## config.mk

```make
export PLATFORM = sky130hd
export DESIGN_NAME = fifo_stream_ctrl
export DESIGN_NICKNAME = d
export VERILOG_FILES = /design/src/rtl/fifo_ctrl_pkg.sv /design/src/rtl/fifo_stream_ctrl_edge_det.sv /design/src/rtl/fifo_stream_ctrl.sv
export SDC_FILE = /design/constraint.sdc
export NUM_CORES = 1
export LEC_CHECK = 0
export ABC_AREA = 1
export BUFFER_PORTS_ARGS = -buffer_cell sky130_fd_sc_hd__buf_2
export CAP_MARGIN = 20
export CORE_MARGIN = 5
export CORE_UTILIZATION = 33
export CTS_CLUSTER_SIZE = 20
export DETAILED_ROUTE_END_ITERATION = 10
export GPL_TIMING_DRIVEN = 0
export PLACE_DENSITY = 0.6
export SLEW_MARGIN = 0
export SYNTH_ARGS = -nofsm -noshare
export SYNTH_HDL_FRONTEND = slang
export SYNTH_SLANG_ARGS = --single-unit
```

## constraint.sdc

```tcl
create_clock -name clk -period 3.7 [get_ports clk]
set_input_delay 0.185 -clock clk [delete_from_list [all_inputs] [get_ports clk]]
set_output_delay 0.185 -clock clk [all_outputs]
set_load 0.05 [all_outputs]
```

## src/rtl/fifo_ctrl_pkg.sv

```systemverilog
// Shared types and default sizing for the bit-packed sample FIFO controller.
package fifo_ctrl_pkg;

    localparam int DEF_WR_W     = 16;
    localparam int DEF_RD_W     = 24;
    localparam int DEF_BUF_SIZE = 512;
    localparam int DEF_LW_MARK  = 128;
    localparam int DEF_SETTLE   = 2;

    typedef enum logic [2:0] {
        IDLE,
        RUN,
        POP,
        SETTLE,
        FLUSH
    } state_t;

    // Fill level must be able to represent a completely full buffer.
    function automatic int level_width(input int buf_bits);
        return $clog2(buf_bits) + 1;
    endfunction

endpackage

```

## src/rtl/fifo_stream_ctrl_edge_det.sv

```systemverilog
// Registered rising/falling edge detector used for the run start/stop edges.
module edge_det (
    input  logic clk,
    input  logic rst_n,
    input  logic d,
    output logic rise,
    output logic fall
);

    logic d_q;

    always_ff @(posedge clk or negedge rst_n) begin
        if (!rst_n) begin
            d_q <= 1'b0;
        end else begin
            d_q <= d;
        end
    end

    assign rise = d && !d_q;
    assign fall = !d && d_q;

endmodule

```

## src/rtl/fifo_stream_ctrl.sv

```systemverilog
// Write/pop sequencer for the bit-packed sample FIFO feeding the audio path.
// Optional FIFO_CTRL_UNDERRUN_CNT_EN adds a saturating underrun_cnt output.
module fifo_stream_ctrl
    import fifo_ctrl_pkg::state_t, fifo_ctrl_pkg::IDLE, fifo_ctrl_pkg::RUN,
           fifo_ctrl_pkg::POP, fifo_ctrl_pkg::FLUSH, fifo_ctrl_pkg::level_width,
           fifo_ctrl_pkg::DEF_WR_W, fifo_ctrl_pkg::DEF_RD_W, fifo_ctrl_pkg::DEF_BUF_SIZE,
           fifo_ctrl_pkg::DEF_LW_MARK, fifo_ctrl_pkg::DEF_SETTLE;
#(
    parameter int WR_W     = DEF_WR_W,
    parameter int RD_W     = DEF_RD_W,
    parameter int BUF_SIZE = DEF_BUF_SIZE,
    parameter int LW_MARK  = DEF_LW_MARK,
    parameter int SETTLE   = DEF_SETTLE
) (
    input  logic            clk,
    input  logic            rst_n,
    input  logic            run,
    input  logic            wr_valid,
    input  logic [WR_W-1:0] wr_data,
    output logic            wr_ready,
    input  logic            sample_tick,
    output logic [WR_W-1:0] fifo_din,
    output logic            fifo_we,
    output logic            fifo_pop,
    output logic            fifo_clear,
    input  logic [RD_W-1:0] fifo_dout,
    input  logic            fifo_hw,
    output logic [RD_W-1:0] sample_out,
    output logic            sample_vld,
    output logic            refill_req,
`ifdef FIFO_CTRL_UNDERRUN_CNT_EN
    output logic [15:0]     underrun_cnt,
`endif
    output logic            underrun
);

    localparam int LVL_W = level_width(BUF_SIZE);
    localparam int CNT_W = (SETTLE > 1) ? $clog2(SETTLE) : 1;

    localparam logic [LVL_W:0]   WR_STEP     = (LVL_W+1)'(WR_W);
    localparam logic [LVL_W:0]   BUF_CAP     = (LVL_W+1)'(BUF_SIZE);
    localparam logic [LVL_W-1:0] RD_STEP     = LVL_W'(RD_W);
    localparam logic [LVL_W-1:0] LW_LEVEL    = LVL_W'(LW_MARK);
    localparam logic [CNT_W-1:0] SETTLE_LAST = CNT_W'(SETTLE - 1);

    state_t            state_q;
    logic [LVL_W-1:0]  level_q;
    logic [LVL_W-1:0]  level_d;
    logic [LVL_W:0]    level_after_wr;
    logic [CNT_W-1:0]  settle_cnt;
    logic              pending;
    logic              run_rise;
    logic              run_fall;
    logic              running;
    logic              flush_now;
    logic              start_now;
    logic              wr_acc;
    logic              pop_now;
    logic              tick_svc;
    logic              tick_wait;
    logic              underrun_evt;

    edge_det u_run_edge (
        .clk   (clk),
        .rst_n (rst_n),
        .d     (run),
        .rise  (run_rise),
        .fall  (run_fall)
    );

    // SETTLE is both a parameter and a state, so the state is package-qualified.
    assign running   = (state_q == RUN) || (state_q == POP) || (state_q == fifo_ctrl_pkg::SETTLE);
    assign flush_now = run_fall && running;
    assign start_now = run_rise && (state_q == IDLE);

    assign level_after_wr = {1'b0, level_q} + WR_STEP;
    assign wr_ready       = running && !fifo_hw && (level_after_wr <= BUF_CAP);
    assign wr_acc         = wr_valid && wr_ready;

    assign pop_now   = (state_q == POP) && !flush_now;
    assign tick_svc  = (state_q == RUN) && (pending || sample_tick) && !flush_now;
    assign tick_wait = ((state_q == POP) || (state_q == fifo_ctrl_pkg::SETTLE))
                       && sample_tick && !flush_now;

    // Either a serviced tick that finds too few bits, or a tick dropped while one is pending.
    assign underrun_evt = (tick_svc && (level_q < RD_STEP)) || (tick_wait && pending);

    always_comb begin
        // NOTE: assign a default before any condition so no path leaves level_d unassigned (no latch).
        level_d = level_q;
        if (wr_acc) begin
            level_d = level_d + WR_STEP[LVL_W-1:0];
        end
        if (pop_now) begin
            level_d = level_d - RD_STEP;
        end
    end

    always_ff @(posedge clk or negedge rst_n) begin
        if (!rst_n) begin
            state_q    <= IDLE;
            level_q    <= '0;
            settle_cnt <= '0;
            pending    <= 1'b0;
            fifo_din   <= '0;
            fifo_we    <= 1'b0;
            fifo_pop   <= 1'b0;
            fifo_clear <= 1'b0;
            sample_out <= '0;
            sample_vld <= 1'b0;
            refill_req <= 1'b0;
            underrun   <= 1'b0;
        end else begin
            // NOTE: non-blocking only, so every decision below reads the pre-edge register values.
            fifo_we    <= wr_acc && !flush_now;
            fifo_pop   <= 1'b0;
            fifo_clear <= 1'b0;
            sample_vld <= 1'b0;
            level_q    <= level_d;
            refill_req <= running && (level_q < LW_LEVEL);
            if (wr_acc) begin
                fifo_din <= wr_data;
            end
            if (underrun_evt) begin
                underrun <= 1'b1;
            end

            if (flush_now) begin
                state_q    <= FLUSH;
                fifo_clear <= 1'b1;
                pending    <= 1'b0;
            end else begin
                unique case (state_q)
                    IDLE: begin
                        if (start_now) begin
                            underrun <= 1'b0;
                            pending  <= 1'b0;
                            state_q  <= RUN;
                        end
                    end
                    RUN: begin
                        if (tick_svc) begin
                            // A fresh tick arriving while a pending one is serviced stays queued.
                            pending <= pending && sample_tick;
                            if (level_q >= RD_STEP) begin
                                state_q <= POP;
                            end else begin
                                sample_out <= '0;
                                sample_vld <= 1'b1;
                            end
                        end
                    end
                    POP: begin
                        sample_out <= fifo_dout;
                        sample_vld <= 1'b1;
                        fifo_pop   <= 1'b1;
                        settle_cnt <= SETTLE_LAST;
                        state_q    <= fifo_ctrl_pkg::SETTLE;
                    end
                    fifo_ctrl_pkg::SETTLE: begin
                        if (settle_cnt == '0) begin
                            state_q <= RUN;
                        end else begin
                            settle_cnt <= settle_cnt - CNT_W'(1);
                        end
                    end
                    FLUSH: begin
                        level_q <= '0;
                        state_q <= IDLE;
                    end
                    default: state_q <= IDLE;
                endcase
                if (tick_wait && !pending) begin
                    pending <= 1'b1;
                end
            end
        end
    end

`ifdef FIFO_CTRL_UNDERRUN_CNT_EN
    always_ff @(posedge clk or negedge rst_n) begin
        if (!rst_n) begin
            underrun_cnt <= '0;
        end else if (start_now) begin
            underrun_cnt <= '0;
        end else if (underrun_evt && (underrun_cnt != 16'hFFFF)) begin
            underrun_cnt <= underrun_cnt + 16'd1;
        end
    end
`endif

endmodule

```

## Word level (Yosys, flattened, before mapping)

Index checks and enable logic that the tools add are counted.

- $add $sub $neg: 4
- $lt $le $gt $ge: 4
- Eq/ne operators: 12
- Mux-type cells: 31
- Bitwise logic cells: 1
- Reduce and logical (&&, ||, !) cells: 36

Operators by type and width:

| cell | count |
|---|---|
| 24-bit two-way mux | 2 |
| 24-bit one-hot mux with 2 select lines | 1 |
| 10-bit two-way mux | 4 |
| 1-bit logical AND | 18 |
| 1-bit two-way mux | 15 |
| 3-bit two-way mux | 5 |
| 3-bit one-hot mux with 4 select lines | 1 |
| 10-bit by 5-bit adder with 11-bit output (second input constant) | 1 |
| 11-bit by 10-bit less-or-equal comparator with 1-bit output (second input constant) | 1 |
| 10-bit by 5-bit adder with 10-bit output (second input constant) | 1 |
| 10-bit by 5-bit >= comparator with 1-bit output (second input constant) | 1 |
| 10-bit by 5-bit < comparator with 1-bit output (second input constant) | 1 |
| 10-bit by 8-bit < comparator with 1-bit output (second input constant) | 1 |
| 10-bit by 5-bit subtractor with 10-bit output (second input constant) | 1 |
| 3-bit != test (second input constant) | 3 |
| 4-bit by 3-bit != test with 1-bit output (second input constant) | 2 |
| 4-bit AND reduction | 2 |
| 3-bit by 2-bit equality test with 1-bit output (second input constant) | 2 |
| 1-bit one-hot mux with 2 select lines | 3 |
| 1-bit logical NOT | 5 |
| 1-bit logical OR | 5 |
| 2-bit != test (second input constant) | 2 |
| 2-bit nonzero test | 2 |
| 4-bit nonzero test | 1 |
| other kinds (8) | 8 |

- Register bits after elaboration: 62

## Logic depth before layout (Yosys ltp)

Gate-level depths: netlist of run 1.

- Word-level depth: 12
- Mapped depth: 17
- Depth with buffers taken out: 17

## Hierarchy

A second synthesis of run 1 with hierarchy kept.

- Cells, all modules: 310
- Area, all modules: 2783.9 µm²

Modules (own cells, without submodules):

| module | times used | cells each | area each (µm²) |
|---|---|---|---|
| fifo_stream_ctrl | 1 | 305 | 2743.9 |
| edge_det | 1 | 5 | 40.0 |

## Worst setup path before layout of run 1

OpenSTA, ideal clock, no wires.

- Path type: reg-to-reg
- Start: reg level_q[4]
- End: reg level_q[7]
- Setup time: 0.131 ns
- Arrival: 2.110 ns
- Setup slack: 1.459 ns
- Stages on the path, launching flop included: 16
- Buffers on the path: 0
- Clock period less this slack: 2.241 ns
- Cells stage by stage: dfrtp_1 -> ha_1 -> nand2_1 -> nand2_1 -> nor2_1 -> nand3_1 -> nand2_4 -> nand3_4 -> nand2_1 -> nand2_1 -> ha_1 -> nor2_1 -> nand3_2 -> nor2_4 -> xor2_1 -> nor2_1

- Cells in the longest elaborated chain, start to end: 9

RTL lines:

| item | line | RTL |
|---|---|---|
| from (decl) | fifo_stream_ctrl.sv:47 | `logic [LVL_W-1:0] level_q;` |
| from (signal assigned) | fifo_stream_ctrl.sv:119 | `level_q <= level_d;` |
| 10-bit by 5-bit adder with 11-bit output | fifo_stream_ctrl.sv:76 | `assign level_after_wr = {1'b0, level_q} + WR_STEP;` |
| 11-bit by 10-bit less-or-equal comparator with 1-bit output | fifo_stream_ctrl.sv:77 | `assign wr_ready = running && !fifo_hw && (level_after_wr <= BUF_CAP);` |
| 1-bit logical AND | fifo_stream_ctrl.sv:77 |  |
| 1-bit logical AND | fifo_stream_ctrl.sv:78 | `assign wr_acc = wr_valid && wr_ready;` |
| 10-bit two-way mux * | fifo_stream_ctrl.sv:91 | `if (wr_acc) begin` |
| 10-bit by 5-bit subtractor with 10-bit output | fifo_stream_ctrl.sv:95 | `level_d = level_d - RD_STEP;` |
| 10-bit two-way mux * | fifo_stream_ctrl.sv:94 | `if (pop_now) begin` |
| 10-bit two-way mux | fifo_stream_ctrl.sv:133 | `unique case (state_q)` |
| 10-bit two-way mux * | fifo_stream_ctrl.sv:128 | `if (flush_now) begin` |

Every way passes the cells marked *; elsewhere a longest branch is shown, timed or not.
A chain may end at the register's enable or synchronous reset.

## Final worst setup path of run 1

Same ends and word-level chain as after synthesis.

==> results of run 1 <==
registers in the layout (all words and copies together) (netlist names):
signal and count:
underrun 1, fifo_we 1, u_run_edge.d_q 1, refill_req 1, fifo_clear 1, sample_vld 1, state_q 3, sample_out 24
fifo_din 16, settle_cnt 1, fifo_pop 1, level_q 7, pending 1
cells by family (layout without fill, tap and decap cells):
group           count (synthesis)  in the layout  synth area share
flops                          59             59            0.5266
simple gates                  131            131            0.2200
mux                            16             16           0.06426
xor+xnor                        1              1          0.003124
buf+inv                        63            173           0.08924
compound gates                 42             42           0.07899
fa+ha+maj                       4              4           0.01785
layout by cell type, fill, tap and decap left out, types with 3 or more instances in the layout:
master | netlist | routed
sky130_fd_sc_hd__a21oi_1 | 6 | 6
sky130_fd_sc_hd__nand4_1 | 11 | 11
sky130_fd_sc_hd__nor2_1 | 24 | 24
sky130_fd_sc_hd__o21ai_0 | 29 | 29
sky130_fd_sc_hd__nand3_1 | 38 | 38
sky130_fd_sc_hd__buf_2 | 5 | 96
sky130_fd_sc_hd__nand2_1 | 47 | 47
sky130_fd_sc_hd__ha_1 | 4 | 4
sky130_fd_sc_hd__clkbuf_1 | 4 | 4
sky130_fd_sc_hd__o21ai_1 | 3 | 3
sky130_fd_sc_hd__nor3_1 | 3 | 3
sky130_fd_sc_hd__mux2_2 | 16 | 16
sky130_fd_sc_hd__dfrtp_1 | 59 | 59
sky130_fd_sc_hd__inv_1 | 51 | 51
sky130_fd_sc_hd__clkbuf_8 | 0 | 10
where the power goes:
part / total [mW] / switching [mW] / internal [mW]
combinational: 1.98 / 1.47 / 0.512
clock: 0.657 / 0.260 / 0.397
sequential: 1.13 / 0.189 / 0.938
total: 3.76 / 1.91 / 1.85
synthesized netlist by cell type (all sizes together):
cell type	number
dfrtp	59
inv	52
nand2	50
nand3	40
o21ai	32
nor2	25
mux2	16
nand4	11
buf	7
a21oi	6
clkbuf	4
ha	4
nor3	3
a311oi	1
a31oi	1
and2	1
nand3b	1
o2111ai	1
o21a	1
xor2	1
critical path: stages, from the launching register on:
cell and delay (ps):
sky130_fd_sc_hd__dfrtp_1 480, sky130_fd_sc_hd__ha_1 270, sky130_fd_sc_hd__inv_1 60, sky130_fd_sc_hd__nand2_1 50
sky130_fd_sc_hd__nand2_1 90, sky130_fd_sc_hd__nor2_1 110, sky130_fd_sc_hd__nand3_1 130, sky130_fd_sc_hd__nand2_4 150
sky130_fd_sc_hd__nand3_4 150, sky130_fd_sc_hd__nand2_1 90, sky130_fd_sc_hd__nand2_1 110, sky130_fd_sc_hd__ha_1 210
sky130_fd_sc_hd__nor2_1 130, sky130_fd_sc_hd__nand3_2 120, sky130_fd_sc_hd__nor2_4 120, sky130_fd_sc_hd__xor2_1 160
sky130_fd_sc_hd__nor2_1 50
per-stage QoR:
| stage | std cells | hold WS [ps] |
|---|---|---|
| finish | 531 | 84.62 |
| detailed placement | 513 | 307.7 |
| floorplan | 316 | -110.6 |
| CTS | 531 | 62.33 |
| global route | 531 | 65.37 |
| global placement | 512 | 333.7 |
layout make-up:
type,count,area share
plain buffers,11,0.01505
clock inverters,6,0.02429
repair buffers,94,0.1355
well taps,105,0.03592
inverters,52,0.05337
multi-input cells,194,0.2946
flip-flops and latches,59,0.4037
clock buffers,10,0.03763
layer usage:
| layer | part of all wire | up-vias | global-route usage | wire, um |
|---|---|---|---|---|
| met3 | 0.068 | 7 | 0.05597 | 460 |
| met4 | 0.012 | 0 | 0.04743 | 82 |
| li1 | - | 1233 | - | - |
| met2 | 0.47 | 65 | 0.2174 | 3200 |
| met5 | 0 | - | 0 | 0 |
| met1 | 0.45 | 1158 | 0.1753 | 3013 |
worst max-delay path by stage:
| stage | from | end | slack [ps] | depth (start not counted) |
|---|---|---|---|---|
| 3_5_place_dp | level_q[4]$_DFF_PN0_ | level_q[7]$_DFF_PN0_ | 1120 | 16 |
| 6_report | level_q[4]$_DFF_PN0_ | level_q[7]$_DFF_PN0_ | 1090 | 16 |
| 3_3_place_gp | level_q[4]$_DFF_PN0_ | level_q[7]$_DFF_PN0_ | 1160 | 16 |
| 5_1_grt | level_q[4]$_DFF_PN0_ | level_q[7]$_DFF_PN0_ | 880 | 16 |
| 2_1_floorplan | level_q[4]$_DFF_PN0_ | level_q[7]$_DFF_PN0_ | 1460 | 15 |
| 4_1_cts | level_q[4]$_DFF_PN0_ | level_q[7]$_DFF_PN0_ | 1110 | 16 |
==> results.py, run 1 <==
metrics = {
    "grt": {
        "first_global_vias": 2523,
        "global_route.usage.total": 0.1390,
        "grt_antenna_before_repair": 0,
        "maximum_number_of_pins_on_one_net_before_global_route_repair": 32,
        "globalRoute.totalOverflow": 0,
        "global_route_wire_length_before_repair_um": 11450,
    },
    "critical_path": {
        "critical_path.startpoint_type": "flip-flop",
        "arrival_ps": 2810,
        "r2r_setup_slack_ps": 1090,
        "worst_setup_path_end_kind": "flip-flop",
        "worstPathRequired_ps": 3900,
        "path_class": "reg2reg",
        "worst-path-max-fanout": 10,
        "r2r-end": "level_q[7]$_DFF_PN0_",
        "r2r_start": "level_q[4]$_DFF_PN0_",
        "worstRegToRegCells": 16,
    },
    "timing": {
        "fin_skew_ps": 7.305,
        "fin_ws_ps": 1088,
        "finalCriticalPeriod_ps": 2612,
        "timing.max_slew.rel_slack": 0.5092,
        "grt_setup_unrepaired": "no",
        "finalHoldViolCount": 0,
        "tightestPinTransition_ps": 736.2,
        "setup_violations": 0,
        "timing.setup.tns_ps": 0,
        "clock.fmax_mhz": 382.8,
        "maxSlewViolCount": 0,
        "portion_of_the_clock_cycle_consumed_by_the_worst_path_in_the_final_layout": 0.7060,
    },
    "layout": {
        "fin_util": 0.4429,
        "n_antenna_cell": 0,
        "layout-drive-gt1-share": 0.3216,
        "combined_area_of_the_multi_input_logic_cells_um2": 1077,
        "final_net_count": 471,
        "fillers": 848,
        "area.sequential_um2": 1476,
        "postLayoutCellArea_um2": 3657,
        "syn2layout_area_growth_pct": 30.43,
    },
    "routing": {
        "drc_errors": 0,
        "dr.pass1.iters": 4,
        "route.detailed.vias_per_inst": 4.638,
        "detail_route.wl_per_cell_um": 12.73,
        "routed-via-count": 2463,
        "detail_route.wirelength_um": 6757,
        "detail_route.iter0.violations": 73,
        "drt.antenna.violating_nets": 0,
    },
    "clocking": {
        "root_buffer": "sky130_fd_sc_hd__clkbuf_8",
        "post_cts_buffers": 0,
        "h-tree-depth": 3,
        "cts_clk_pin_slew_worst_paths_ps": 70,
        "cts_buffers": 9,
        "cts-resized-gates": 0,
        "cts_hold_buffers": 2,
        "latest_clock_arrival_within_the_worst_skew_pair_ps": 330,
        "clock_sink_count": 59,
        "cts_tree": "yes",
        "cts-root-to-sink-buffers": 2,
    },
    "yosys": {
        "synth_sequential_area_ratio": 0.5266,
        "netlist.top_cell.by_area": "sky130_fd_sc_hd__dfrtp_1",
        "syn_std_cell_area_um2": 2804,
        "syn_nets": 366,
        "netlist-cell-type-count": 29,
        "synth.area.top_cells": "sky130_fd_sc_hd__dfrtp_1 (53%), sky130_fd_sc_hd__inv_1 (6.8%), sky130_fd_sc_hd__nand3_1 (6.8%)",
        "synthCells": 316,
        "synth_warnings": 0,
        "postSynthRegisterBits": 59,
        "syn_area_per_cell_um2": 8.873,
        "synth_top_area_frac": 0.5266,
    },
    "die": {
        "floorplan.initialDensity": 0.3395,
        "floorplan.die_area_um2": 10440,
        "fp.dieW_um": 102.2,
        "floorplan.die.height_um": 102.2,
        "rows": 33,
        "io-pin-count": 93,
        "coreArea_um2": 8258,
    },
    "place": {
        "placedInstanceArea_um2": 3411,
        "place_congestion": 0.8761,
        "detailedPlace.worstSlack_ps": 1124,
        "post-dp-hpwl_um": 5045,
        "count_of_port_buffers_added_during_placement": 91,
    },
    "pwr": {
        "worst_ir_drop_vdd_v": 0.0004160,
        "p_total_mw": 3.760,
        "power.leakage_nw": 1.916,
        "power_density_nw_per_um2": 1028,
    },
    "worst_hold_path": {
        "min_path_type": "in2reg",
        "count_of_cells_along_the_worst_hold_path": 3,
        "worstHoldEndpoint": "sample_out[22]$_DFFE_PN0P_",
        "hp-start": "fifo_dout[22]",
    },
    "run": {
        "max_cap_viol_count": 0,
    },
    "run_status": {
        "run_status": "complete, no violations",
    },
}
No activity file was read; power rests on OpenSTA's default activity.
==> run 2: changes to the inputs <==
Settings changed: PLACE_DENSITY 0.6 to 0.62.
Clock period 3.7 ns to 2.3 ns, I/O delays scaled along.
==> results.py, run 2 (synthesis gave the netlist of run 1 again) <==
metrics = {
    "run_status": {
        "run_status": "complete, no violations",
    },
    "timing": {
        "maxSlewViolCount": 0,
        "fin_skew_ps": 10.25,
        "clock.fmax_mhz": 452.3,
        "tightestPinTransition_ps": 600.2,
        "finalHoldViolCount": 0,
        "fin_ws_ps": 89.17,
        "finalCriticalPeriod_ps": 2211,
        "timing.max_slew.rel_slack": 0.5999,
        "timing.hold.ws_ps": 24.13,
        "setup_violations": 0,
        "portion_of_the_clock_cycle_consumed_by_the_worst_path_in_the_final_layout": 0.9612,
    },
    "die": {
        "floorplan.initialDensity": 0.3395,
        "floorplan.die_area_um2": 10440,
        "rows": 33,
        "fp.dieW_um": 102.2,
        "floorplan.die.height_um": 102.2,
        "coreArea_um2": 8258,
        "io-pin-count": 93,
    },
    "pwr": {
        "power_density_nw_per_um2": 1628,
        "worst_ir_drop_vdd_v": 0.0008001,
        "power.leakage_nw": 1.959,
        "p_total_mw": 6.141,
    },
    "place": {
        "place_congestion": 0.8620,
        "placedInstanceArea_um2": 3411,
        "post-dp-hpwl_um": 5072,
        "detailedPlace.worstSlack_ps": -313.0,
        "count_of_port_buffers_added_during_placement": 91,
    },
    "critical_path": {
        "crit_slowest_cell": "sky130_fd_sc_hd__dfrtp_2",
        "critical_path.top_delay_family": "simple AND/OR/NAND/NOR gates",
        "critical_path.startpoint_type": "flip-flop",
        "arrival_ps": 2390,
        "r2r-end": "level_q[7]$_DFF_PN0_",
        "worst-path-max-fanout": 7,
        "worst_path_largest_cell_delay_ps": 430,
        "r2r_setup_slack_ps": 90,
        "setup.worst_path.start": "level_q[4]$_DFF_PN0_",
        "worst_setup_path_end_kind": "flip-flop",
        "worstPathCellList": "buf_4 > nand3_1 > nand2_1 > nand2_1 > nand3_2 > nand2_4 > nand3_4 > nand2_2 > nand2_4 > ha_4 > nor2_2 > nand3_2 > nor2_4 > xor2_1 > nor2_1",
        "timing.critical_path.buf_inv": 1,
        "worstRegToRegCells": 15,
        "worstPathRequired_ps": 2480,
        "path_class": "reg2reg",
        "r2r_start": "level_q[4]$_DFF_PN0_",
    },
    "clocking": {
        "cts_clk_pin_slew_worst_paths_ps": 60,
        "cts-root-to-sink-buffers": 2,
        "cts_buffers": 9,
        "root_buffer": "sky130_fd_sc_hd__clkbuf_8",
        "cts_tree": "yes",
        "clock_sink_count": 59,
        "h-tree-depth": 3,
        "latest_clock_arrival_within_the_worst_skew_pair_ps": 320,
    },
    "layout": {
        "syn2layout_area_growth_pct": 34.49,
        "fillers": 835,
        "postLayoutCellArea_um2": 3771,
        "n_antenna_cell": 0,
        "layout-drive-gt1-share": 0.3649,
        "largest_register_ffs": 24,
        "biggestRegsByFlops": "sample_out x24, fifo_din x16, level_q x7",
        "regMostFlops": "sample_out",
        "final_cell_mix": "sky130_fd_sc_hd__buf_2 (96), sky130_fd_sc_hd__dfrtp_1 (57), sky130_fd_sc_hd__inv_1 (51)",
        "final_net_count": 480,
        "mostFrequentLayoutCell": "sky130_fd_sc_hd__buf_2",
    },
    "routing": {
        "detail_route.wl_per_cell_um": 13.08,
        "detail_route.iter0.violations": 78,
        "drt.antenna.violating_nets": 0,
        "route.detailed.vias_per_inst": 4.701,
        "detail_route.wirelength_um": 7039,
        "routed-via-count": 2529,
        "dr.pass1.iters": 4,
        "drc_errors": 0,
    },
    "worst_hold_path": {
        "count_of_cells_along_the_worst_hold_path": 2,
        "hp-start": "wr_data[13]",
        "min_path_type": "in2reg",
        "worstHoldEndpoint": "fifo_din[13]$_DFFE_PN0N_",
    },
    "grt": {
        "global_route.usage.total": 0.1441,
        "first_global_vias": 2621,
        "globalRoute.totalOverflow": 0,
        "grt_antenna_before_repair": 0,
        "global_route_wire_length_before_repair_um": 12050,
        "maximum_number_of_pins_on_one_net_before_global_route_repair": 35,
    },
    "run": {
        "max_cap_viol_count": 0,
    },
}
-- run 2: changes by cell type in the layout (fill, tap and decap cells not counted), moves of 2 or more --
cell,previous run,this run
sky130_fd_sc_hd__clkinvlp_4,2,0
sky130_fd_sc_hd__buf_4,0,8
sky130_fd_sc_hd__nor2_2,0,3
sky130_fd_sc_hd__nand2_2,2,4
sky130_fd_sc_hd__nor2_1,24,20
sky130_fd_sc_hd__ha_4,0,2
sky130_fd_sc_hd__dfrtp_1,59,57
sky130_fd_sc_hd__ha_1,4,2
sky130_fd_sc_hd__dfrtp_2,0,2
sky130_fd_sc_hd__clkbuf_8,10,12
sky130_fd_sc_hd__nand2_1,47,44
-- run 2: through the flow --
step / setup TNS (ps) / instances / util
6_report: 0 / 538 / 0.4567
5_1_grt: -44.06 / 538 / 0.4567
4_1_cts: -9.887 / 535 / 0.4483
3_5_place_dp: -1012 / 513 / 0.4130
3_3_place_gp: -600.6 / 512 / 0.4106
2_1_floorplan: 0 / 316 / -
-- run 2: final cells by class --
cell class / count / area [um^2] / area share
inverter: 52 / 195.2 / 0.05176
tap: 105 / 131.4 / 0.03484
multi-input combinational: 194 / 1144 / 0.3033
clock inverter: 2 / 35.03 / 0.009290
clock buffer: 12 / 165.2 / 0.04380
buffer: 11 / 56.30 / 0.01493
sequential: 59 / 1479 / 0.3922
timing repair buffer: 103 / 565.5 / 0.1500
-- run 2: how the worst max path moves through the flow --
stage | endpoint | slack, ps | cells after the start
4_1_cts | level_q[7]$_DFF_PN0_ | -10 | 15
3_5_place_dp | level_q[7]$_DFF_PN0_ | -310 | 16
5_1_grt | level_q[7]$_DFF_PN0_ | -30 | 16
6_report | level_q[7]$_DFF_PN0_ | 90 | 15
3_3_place_gp | level_q[7]$_DFF_PN0_ | -230 | 16
2_1_floorplan | level_q[7]$_DFF_PN0_ | 60 | 15
-- run 2: layer usage --
metal	track usage	vias to the layer above	routed length, um
met2	0.2274	70	3494
met1	0.1873	1202	3125
met5	0	-	0
li1	-	1253	-
met3	0.04710	4	363
met4	0.04844	0	55
-- run 2: timing repair --
item                                    in CTS  in global routing
endpoints found under the hold margin       26                  1
pin swaps                                    1                  4
buffers inserted                             6                  2
hold buffers                                 2                  1
gates resized for setup                      7                 14
endpoints found under the setup margin      14                 14
-- run 2: power breakdown --
| part | internal [mW] | switching (mW) |
|---|---|---|
| combinational | 0.926 | 2.45 |
| sequential | 1.51 | 0.300 |
| clock | 0.576 | 0.376 |
| total | 3.01 | 3.13 |
